$ cat src/rtl/instr_mem_loader.sv
// instr_mem_loader: receives a program image as a byte stream and writes it
// into the instruction memory as aligned little-endian 32-bit words.
//
// Stream: LEN_LO, LEN_HI (16-bit payload length L in bytes), then L bytes.
// With INSTR_LOADER_CHECKSUM_EN defined, one further byte must equal the
// XOR of all payload bytes, or the load ends in error.
//
// Ports:
//   clk_i, rst_i     clock, synchronous active-high reset
//   start_i          begin a session (honoured only in IDLE/DONE/ERR)
//   byte_i/byte_valid_i/byte_ready_o   byte stream handshake
//   wr_en_o/wr_addr_o/wr_data_o        instruction memory write port
//   busy_o           session in progress (holds the CPU)
//   done_o, err_o    level status of the last session
module instr_mem_loader #(
  parameter int MEM_SIZE = 4096,
  parameter int ADDR_W   = 12
) (
  input  logic              clk_i,
  input  logic              rst_i,
  input  logic              start_i,
  input  logic [7:0]        byte_i,
  input  logic              byte_valid_i,
  output logic              byte_ready_o,
  output logic              wr_en_o,
  output logic [ADDR_W-1:0] wr_addr_o,
  output logic [31:0]       wr_data_o,
  output logic              busy_o,
  output logic              done_o,
  output logic              err_o
);

`ifdef INSTR_LOADER_CHECKSUM_EN
  typedef enum logic [2:0] {
    S_IDLE, S_LEN_LO, S_LEN_HI, S_DATA, S_WRITE, S_DONE, S_ERR, S_CSUM
  } state_t;
`else
  typedef enum logic [2:0] {
    S_IDLE, S_LEN_LO, S_LEN_HI, S_DATA, S_WRITE, S_DONE, S_ERR
  } state_t;
`endif

  localparam logic [16:0] MEM_LIM = 17'(MEM_SIZE);

  state_t            state, nxt;
  logic [15:0]       len;
  logic [ADDR_W:0]   bcnt;   // payload bytes accepted so far
  logic [ADDR_W-1:0] addr;
  logic [31:0]       wbuf;
`ifdef INSTR_LOADER_CHECKSUM_EN
  logic [7:0]        csum;
`endif

  logic        accept;
  logic [15:0] len_full;
  logic        len_zero, len_bad, last_word;

  assign accept    = byte_valid_i && byte_ready_o;
  assign len_full  = {byte_i, len[7:0]};
  assign len_zero  = (len_full == 16'd0);
  assign len_bad   = ({1'b0, len_full} > MEM_LIM) || (len_full[1:0] != 2'b00);
  assign last_word = (17'(bcnt) == {1'b0, len});

  assign wr_addr_o = addr;
  assign wr_data_o = wbuf;

  always_comb begin
    nxt          = state;
    byte_ready_o = 1'b0;
    wr_en_o      = 1'b0;
    busy_o       = 1'b1;
    done_o       = 1'b0;
    err_o        = 1'b0;
    case (state)
      S_IDLE: begin
        busy_o = 1'b0;
        if (start_i) nxt = S_LEN_LO;
      end
      S_LEN_LO: begin
        byte_ready_o = 1'b1;
        if (accept) nxt = S_LEN_HI;
      end
      S_LEN_HI: begin
        byte_ready_o = 1'b1;
        if (accept) begin
`ifdef INSTR_LOADER_CHECKSUM_EN
          if (len_zero)     nxt = S_CSUM;
`else
          if (len_zero)     nxt = S_DONE;
`endif
          else if (len_bad) nxt = S_ERR;
          else              nxt = S_DATA;
        end
      end
      S_DATA: begin
        byte_ready_o = 1'b1;
        if (accept && bcnt[1:0] == 2'd3) nxt = S_WRITE;
      end
      S_WRITE: begin
        wr_en_o = 1'b1;
`ifdef INSTR_LOADER_CHECKSUM_EN
        nxt = last_word ? S_CSUM : S_DATA;
`else
        nxt = last_word ? S_DONE : S_DATA;
`endif
      end
      S_DONE: begin
        busy_o = 1'b0;
        done_o = 1'b1;
        if (start_i) nxt = S_LEN_LO;
      end
      S_ERR: begin
        busy_o = 1'b0;
        err_o  = 1'b1;
        if (start_i) nxt = S_LEN_LO;
      end
`ifdef INSTR_LOADER_CHECKSUM_EN
      S_CSUM: begin
        byte_ready_o = 1'b1;
        if (accept) nxt = (byte_i == csum) ? S_DONE : S_ERR;
      end
`endif
      default: nxt = S_IDLE;
    endcase
  end

  always_ff @(posedge clk_i) begin
    if (rst_i) begin
      state <= S_IDLE;
      len   <= '0;
      bcnt  <= '0;
      addr  <= '0;
      wbuf  <= '0;
`ifdef INSTR_LOADER_CHECKSUM_EN
      csum  <= '0;
`endif
    end else begin
      state <= nxt;
      case (state)
        S_IDLE, S_DONE, S_ERR: begin
          if (start_i) begin
            len  <= '0;
            bcnt <= '0;
            addr <= '0;
`ifdef INSTR_LOADER_CHECKSUM_EN
            csum <= '0;
`endif
          end
        end
        S_LEN_LO: if (accept) len[7:0] <= byte_i;
        S_LEN_HI: begin
          if (accept) begin
            len[15:8] <= byte_i;
            bcnt      <= '0;
            addr      <= '0;
          end
        end
        S_DATA: begin
          if (accept) begin
            // little-endian: byte index mod 4 selects the lane
            wbuf[{bcnt[1:0], 3'b000} +: 8] <= byte_i;
            bcnt <= bcnt + 1'b1;
`ifdef INSTR_LOADER_CHECKSUM_EN
            csum <= csum ^ byte_i;
`endif
          end
        end
        S_WRITE: addr <= addr + ADDR_W'(4);
        default: ;
      endcase
    end
  end

endmodule

$ cat config.mk
export PLATFORM = sky130hd
export DESIGN_NAME = instr_mem_loader
export DESIGN_NICKNAME = d
export VERILOG_FILES = /design/src/rtl/instr_mem_loader.sv
export SDC_FILE = /design/constraint.sdc
export NUM_CORES = 1
export LEC_CHECK = 0
export CAP_MARGIN = 20
export CORE_MARGIN = 2
export CORE_UTILIZATION = 45
export DETAILED_ROUTE_END_ITERATION = 16
export PLACE_DENSITY = 0.73
export SYNTH_ARGS = -nofsm -noshare
export SYNTH_HDL_FRONTEND = slang
export SYNTH_SLANG_ARGS = --single-unit
$ cat constraint.sdc
create_clock -name clk_i -period 2.44 [get_ports clk_i]
set_input_delay 0.244 -clock clk_i [delete_from_list [all_inputs] [get_ports clk_i]]
set_output_delay 0.244 -clock clk_i [all_outputs]
set_load 0.01 [all_outputs]
==> results of run 1 <==
[cell usage in the layout (no fill, tap or decap), types with 3 or more instances in the layout]
| cell type | instances |
|---|---|
| dfxtp_1 | 74 |
| nand2_1 | 58 |
| nand3_1 | 57 |
| clkdlybuf4s50_1 | 57 |
| a21oi_1 | 51 |
| nor2_1 | 24 |
| buf_4 | 24 |
| xor2_1 | 23 |
| o21ai_0 | 19 |
| nand2b_1 | 14 |
| clkbuf_8 | 10 |
| inv_1 | 9 |
| nand4_1 | 7 |
| and2_1 | 7 |
| ha_1 | 7 |
| or3_1 | 6 |
| nor3b_1 | 6 |
| nor4_1 | 6 |
| nor3_1 | 5 |
| and3_1 | 3 |
| xnor2_1 | 3 |
| or2_2 | 3 |
[flip-flops by register name, indices dropped and copies added, names as in the netlist]
signal	cells
state	3
wr_addr_o	10
bcnt	13
len	16
wr_data_o	32
[worst max-delay path, stage by stage, from the launching register on]
cell	delay, ns
dfxtp_1	0.35
buf_4	0.24
xor2_1	0.21
a2bb2oi_1	0.25
clkdlybuf4s50_1	0.58
[metal layers]
layer	up-vias	part of all wire [%]	global-route usage (%)
met2	129	47	35.77
li1	1698	-	-
met3	13	5.8	4.976
met5	-	0	0
met1	1597	46	28.55
met4	0	1.2	6.522
[through the flow]
stage / total power [mW] / utilization (%) / cells / hold slack, ns / setup WS, ns
2_1_floorplan: 2.290 / - / 448 / 0.3744 / 0.1918
3_3_place_gp: 2.601 / 56.39 / 606 / 0.4421 / 0.2421
3_5_place_dp: 2.609 / 56.39 / 606 / 0.4456 / 0.1849
4_1_cts: 3.662 / 59.17 / 621 / 0.3183 / 0.2097
5_1_grt: 3.857 / 59.17 / 621 / 0.3573 / 0.1141
6_report: 3.660 / 59.17 / 621 / 0.3322 / 0.2091
[power groups by stage]
stage	registers [mW]	logic, mW	clock network [mW]
CTS	1.32	1.27	1.07
global placement	1.35	1.25	0
global route	1.33	1.40	1.12
floorplan	1.34	0.953	0
finish	1.32	1.28	1.06
detailed placement	1.35	1.26	0
[layout make-up]
type | count | area [um^2] | area share (%)
Multi-Input combinational cell | 339 | 2004 | 43.39
Sequential cell | 74 | 1481 | 32.07
Timing Repair Buffer | 82 | 755.7 | 16.36
Clock buffer | 10 | 137.6 | 2.979
Tap cell | 102 | 127.6 | 2.763
Clock inverter | 5 | 78.83 | 1.706
Inverter | 9 | 33.78 | 0.7313
[final timing paths]
check                   to          start  cells past startpoint  slack, ns
min reg2reg  wr_data_o[13]  wr_data_o[13]                      2       0.45
max                 busy_o       state[2]                      4       0.21
min           wr_addr_o[2]          rst_i                      2       0.33
max reg2reg       bcnt[12]       state[0]                      7       0.27
[cells by family after synthesis]
group,after synthesis,share of synthesized area [%]
AND/OR/NAND/NOR,205,28.23
other,1,0.1023
AO/OA/AOI/OAI,97,16.80
multiplexers,1,0.3073
XOR/XNOR,26,6.214
flip-flops,74,40.42
buffers and inverters,35,4.985
adder cells (fa/ha/maj),8,2.936
==> flow_metrics.tcl, run 1 <==
set metrics [dict create \
    status "completed" \
    cp_max_fo 22 \
    hpwl_um 6594 \
    yosysUniqueCellTypes 54 \
    drc 0 \
    startpoint_type "flop" \
    cts_buffer_depth 2 \
    synth_edf_count 0 \
    finalCriticalPeriod_ns 2.231 \
    final_area_um2 4619 \
    yosysMostFrequentCell "dfxtp_1" \
    switching_share_pct 35.19 \
    slew_headroom_pct 57.85 \
    peakVddDrop_uv 420.9 \
    power.leakage_nw 1.636 \
    synth_largest_area_cell "dfxtp_1" \
    maxSlewViolCount 0 \
    area_growth_pct 26.05 \
    rows 32 \
    wl_per_cell_um 14.98 \
    nets 535 \
    drt_first_iter_violations 304 \
    htreeDepth 3 \
    grt_max_degree 31 \
    synth_area_um2 3665 \
    coreArea_um2 7807 \
    synth-async-reset-ratio_pct 0 \
    netlist_top_cells_count "dfxtp_1, nand2_1, nand3_1, a21oi_1, nor2_1" \
    cp-end-kind "output pin" \
    post_cts_buffers 0 \
    cts_root_buf "clkbuf_8" \
    power.switching_mw 1.288 \
    path_clk_slew_ns 0.07 \
    antenna_cells 0 \
    dieArea_um2 8882 \
    yosys.area.top_type_share_pct 40.42 \
    critPathKind "reg2out" \
    ios 61 \
    p_int_mw 2.372 \
    setup-tns-final_ns 0 \
    antenna_found_initial 0 \
    gp_congestion 0.8782 \
    power_density_nw_per_um2 792.3 \
    p_clk_share_pct 28.8 \
    yosysWarnings 0 \
    grt_usage_pct 21.81 \
    cts_made_buffers 9 \
    io_buffers 58 \
    grt_pass1_vias 3259 \
    place_area_um2 4403 \
    fillers 740 \
    p_seq_share_pct 36.2 \
    crit_required_ns 2.20 \
    combPwrFrac_pct 35.0 \
    fmax_ghz 0.4482 \
    cts.repair.resized 0 \
    viasPerCell 5.535 \
    worstMarginPinSlew_ns 0.6275 \
    rsz0062_at_grt "false" \
    insertion_delay_ns 0.35 \
    ys.flop_type "dfxtp_1" \
    die_h_um 94.25 \
    route.vias.total 3437 \
    firstDrtPassIters 5 \
    cp.arrival_ns 1.99 \
    start_util_pct 46.94 \
    synth_seq_cells 74 \
    finalCritPeriodShare_pct 91.43 \
    final-setup-viol-count 0 \
    avgSynthCellArea_um2 8.199 \
    finalClockSkew_ns 0.01237 \
    clock-sinks 74 \
    overflow 0 \
    fp.dieW_um 94.25 \
    drive_gt1_share_pct 10.60 \
    wl_um 9301 \
    synthTopCellsByArea "dfxtp_1, nand3_1, a21oi_1" \
    antenna_left 0 \
    seq_area_frac_synth_pct 40.42 \
    drv_cap 0 \
    cts_tree "done" \
    hold_viol 0 \
    grt_pass1_wl_um 15240 \
    hold_class "in2reg" \
    syn_inst 447 \
    cts_hold_buf 0 \
]
Power figures use the tool's default switching activity.
==> run 2: changes to the inputs <==
--- a/config.mk
+++ b/config.mk
@@ -9,5 +9,6 @@
 export CORE_MARGIN = 2
-export CORE_UTILIZATION = 45
+export CORE_UTILIZATION = 53
 export DETAILED_ROUTE_END_ITERATION = 16
-export PLACE_DENSITY = 0.73
+export GPL_TIMING_DRIVEN = 0
+export PLACE_DENSITY = 0.84
 export SYNTH_ARGS = -nofsm -noshare
==> constraint.sdc (replaced) <==
create_clock -name clk_i -period 2.44 [get_ports clk_i]
set_input_delay 0.366 -clock clk_i [delete_from_list [all_inputs] [get_ports clk_i]]
set_output_delay 0.366 -clock clk_i [all_outputs]
set_load 0.01 [all_outputs]
==> run 2 against run 1 <==
  * Count of clock-buffer cells in the layout is the same
  * Utilization up 7.9 points
  * Sequential power about the same
  * Final area decreased by 2.0%
  * Combinational power up 3%
  * Largest power group unchanged
  * Highest routed layer unchanged
==> flow_metrics.tcl, run 2 (same netlist as run 1, synthesis figures left out) <==
set metrics [dict create \
    crit_required_ns 2.71 \
    cts_made_buffers 9 \
    drt_first_iter_violations 309 \
    r2r-end "wr_data_o[21]" \
    hpwl_um 6510 \
    grt_usage_pct 24.98 \
    grt_pass1_wl_um 15060 \
    dieArea_um2 7596 \
    maxSlewViolCount 0 \
    critPathKind "reg2reg" \
    drive_gt1_share_pct 9.459 \
    largest_reg_flops 32 \
    cp.arrival_ns 2.67 \
    worstMarginPinSlew_ns 0.8798 \
    overflow 0 \
    drc 0 \
    wl_per_cell_um 15.33 \
    finalClockSkew_ns 0.007940 \
    hold_end "wr_data_o[10]" \
    antenna_found_initial 0 \
    cts_tree "done" \
    path_clk_slew_ns 0.08 \
    insertion_delay_ns 0.35 \
    worstHoldStart "wr_data_o[10]" \
    firstDrtPassIters 4 \
    preCtsSetupSlack_ns -0.1388 \
    grt_max_degree 20 \
    cts_buffer_depth 2 \
    layout.cells.non_filler 598 \
    power.leakage_nw 1.583 \
    ios 61 \
    status "completed" \
    cts.repair.resized 1 \
    io_buffers 56 \
    fin_ws_ns 0.03989 \
    mostFrequentLayoutCell "dfxtp_1" \
    crit-reg2reg-launch "bcnt[0]" \
    peakVddDrop_uv 380.8 \
    die_h_um 87.16 \
    hold_slack_ns 0.4535 \
    nets 533 \
    fmax_ghz 0.4166 \
    fp.dieW_um 87.16 \
    power_density_nw_per_um2 795.1 \
    fin_util_pct 67.04 \
    gp_congestion 0.8581 \
    antenna_left 0 \
    drv_cap 0 \
    cp_max_fo 8 \
    hold_class "reg2reg" \
    worst_r2r_path_depth 5 \
    layout_common_cells "dfxtp_1, nand2_1, nand3_1, clkdlybuf4s50_1, a21oi_1" \
    area_growth_pct 23.59 \
    cts_hold_buf 0 \
    start_util_pct 54.24 \
    dp_cells 584 \
    route.vias.total 3438 \
    post_cts_buffers 0 \
    setup-tns-final_ns 0 \
    finalCritPeriodShare_pct 98.37 \
    finalCriticalPeriod_ns 2.400 \
    clock-sinks 74 \
    hold_viol 0 \
    slew_headroom_pct 41.22 \
    startpoint_type "flop" \
    wl_um 9169 \
    rrSetupSlack_ns 0.04 \
    cts_root_buf "clkbuf_8" \
    cp-end-kind "flop" \
    final-setup-viol-count 0 \
    grt_pass1_vias 3272 \
    coreArea_um2 6756 \
    antenna_cells 0 \
    rows 30 \
    htreeDepth 3 \
    viasPerCell 5.749 \
    holdPathStages 2 \
    rsz0062_at_grt "true" \
]
==> run 2: cell count changes in the layout (fill, tap and decap cells not counted), moves of 3 or more <==
cell / previous run / this run
clkinvlp_4: 0 / 3
buf_6: 0 / 4
buf_4: 24 / 5
clkbuf_1: 0 / 9
buf_2: 1 / 7
==> run 2: worst max-delay path by stage <==
| stage | startpoint | end | slack (ns) | depth (start not counted) |
|---|---|---|---|---|
| floorplan | state[0] | bcnt[11] | 0.19 | 8 |
| global placement | state[0] | bcnt[11] | -0.09 | 8 |
| detailed placement | state[0] | bcnt[7] | -0.14 | 8 |
| CTS | state[1] | bcnt[7] | 0.002 | 9 |
| global route | bcnt[0] | wr_data_o[21] | -0.13 | 5 |
| finish | bcnt[0] | wr_data_o[21] | 0.04 | 5 |
==> run 2: routing by layer <==
metal | share of wire (%) | GRT usage, % | vias to the layer above | wire length (um)
met1 | 45 | 33.16 | 1599 | 4142
met4 | 3.0 | 12.87 | 0 | 271
li1 | - | - | 1698 | -
met5 | 0 | 0 | - | 0
met3 | 5.8 | 3.886 | 25 | 534
met2 | 46 | 39.35 | 116 | 4221
==> run 2: power breakdown <==
part / switching, mW / internal [mW]
logic: 0.805 / 0.520
clock network: 0.456 / 0.474
registers: 0.0777 / 1.27
==> run 2: area by class of cell <==
type,instances,area [um^2]
multi-input cells,339,2009
clock inverters,6,66.31
repair buffers,56,560.5
fillers,540,2227
well taps,80,100.1
inverters,9,33.78
plain buffers,24,147.6
flip-flops and latches,74,1484
clock buffers,10,127.6
==> run 2: through the flow <==
step / power (mW) / instance area [um^2]
global route: 3.793 / 4529
finish: 3.601 / 4529
floorplan: 2.290 / 3669
detailed placement: 2.641 / 4329
CTS: 3.567 / 4517
global placement: 2.615 / 4329
==> run 2: worst max-delay path, cell delays in order (launching register included) <==
cell	delay, ns
dfxtp_1	0.54
inv_1	0.23
ha_1	0.46
nor3b_1	0.75
nand3_1	0.16
a21oi_1	0.18
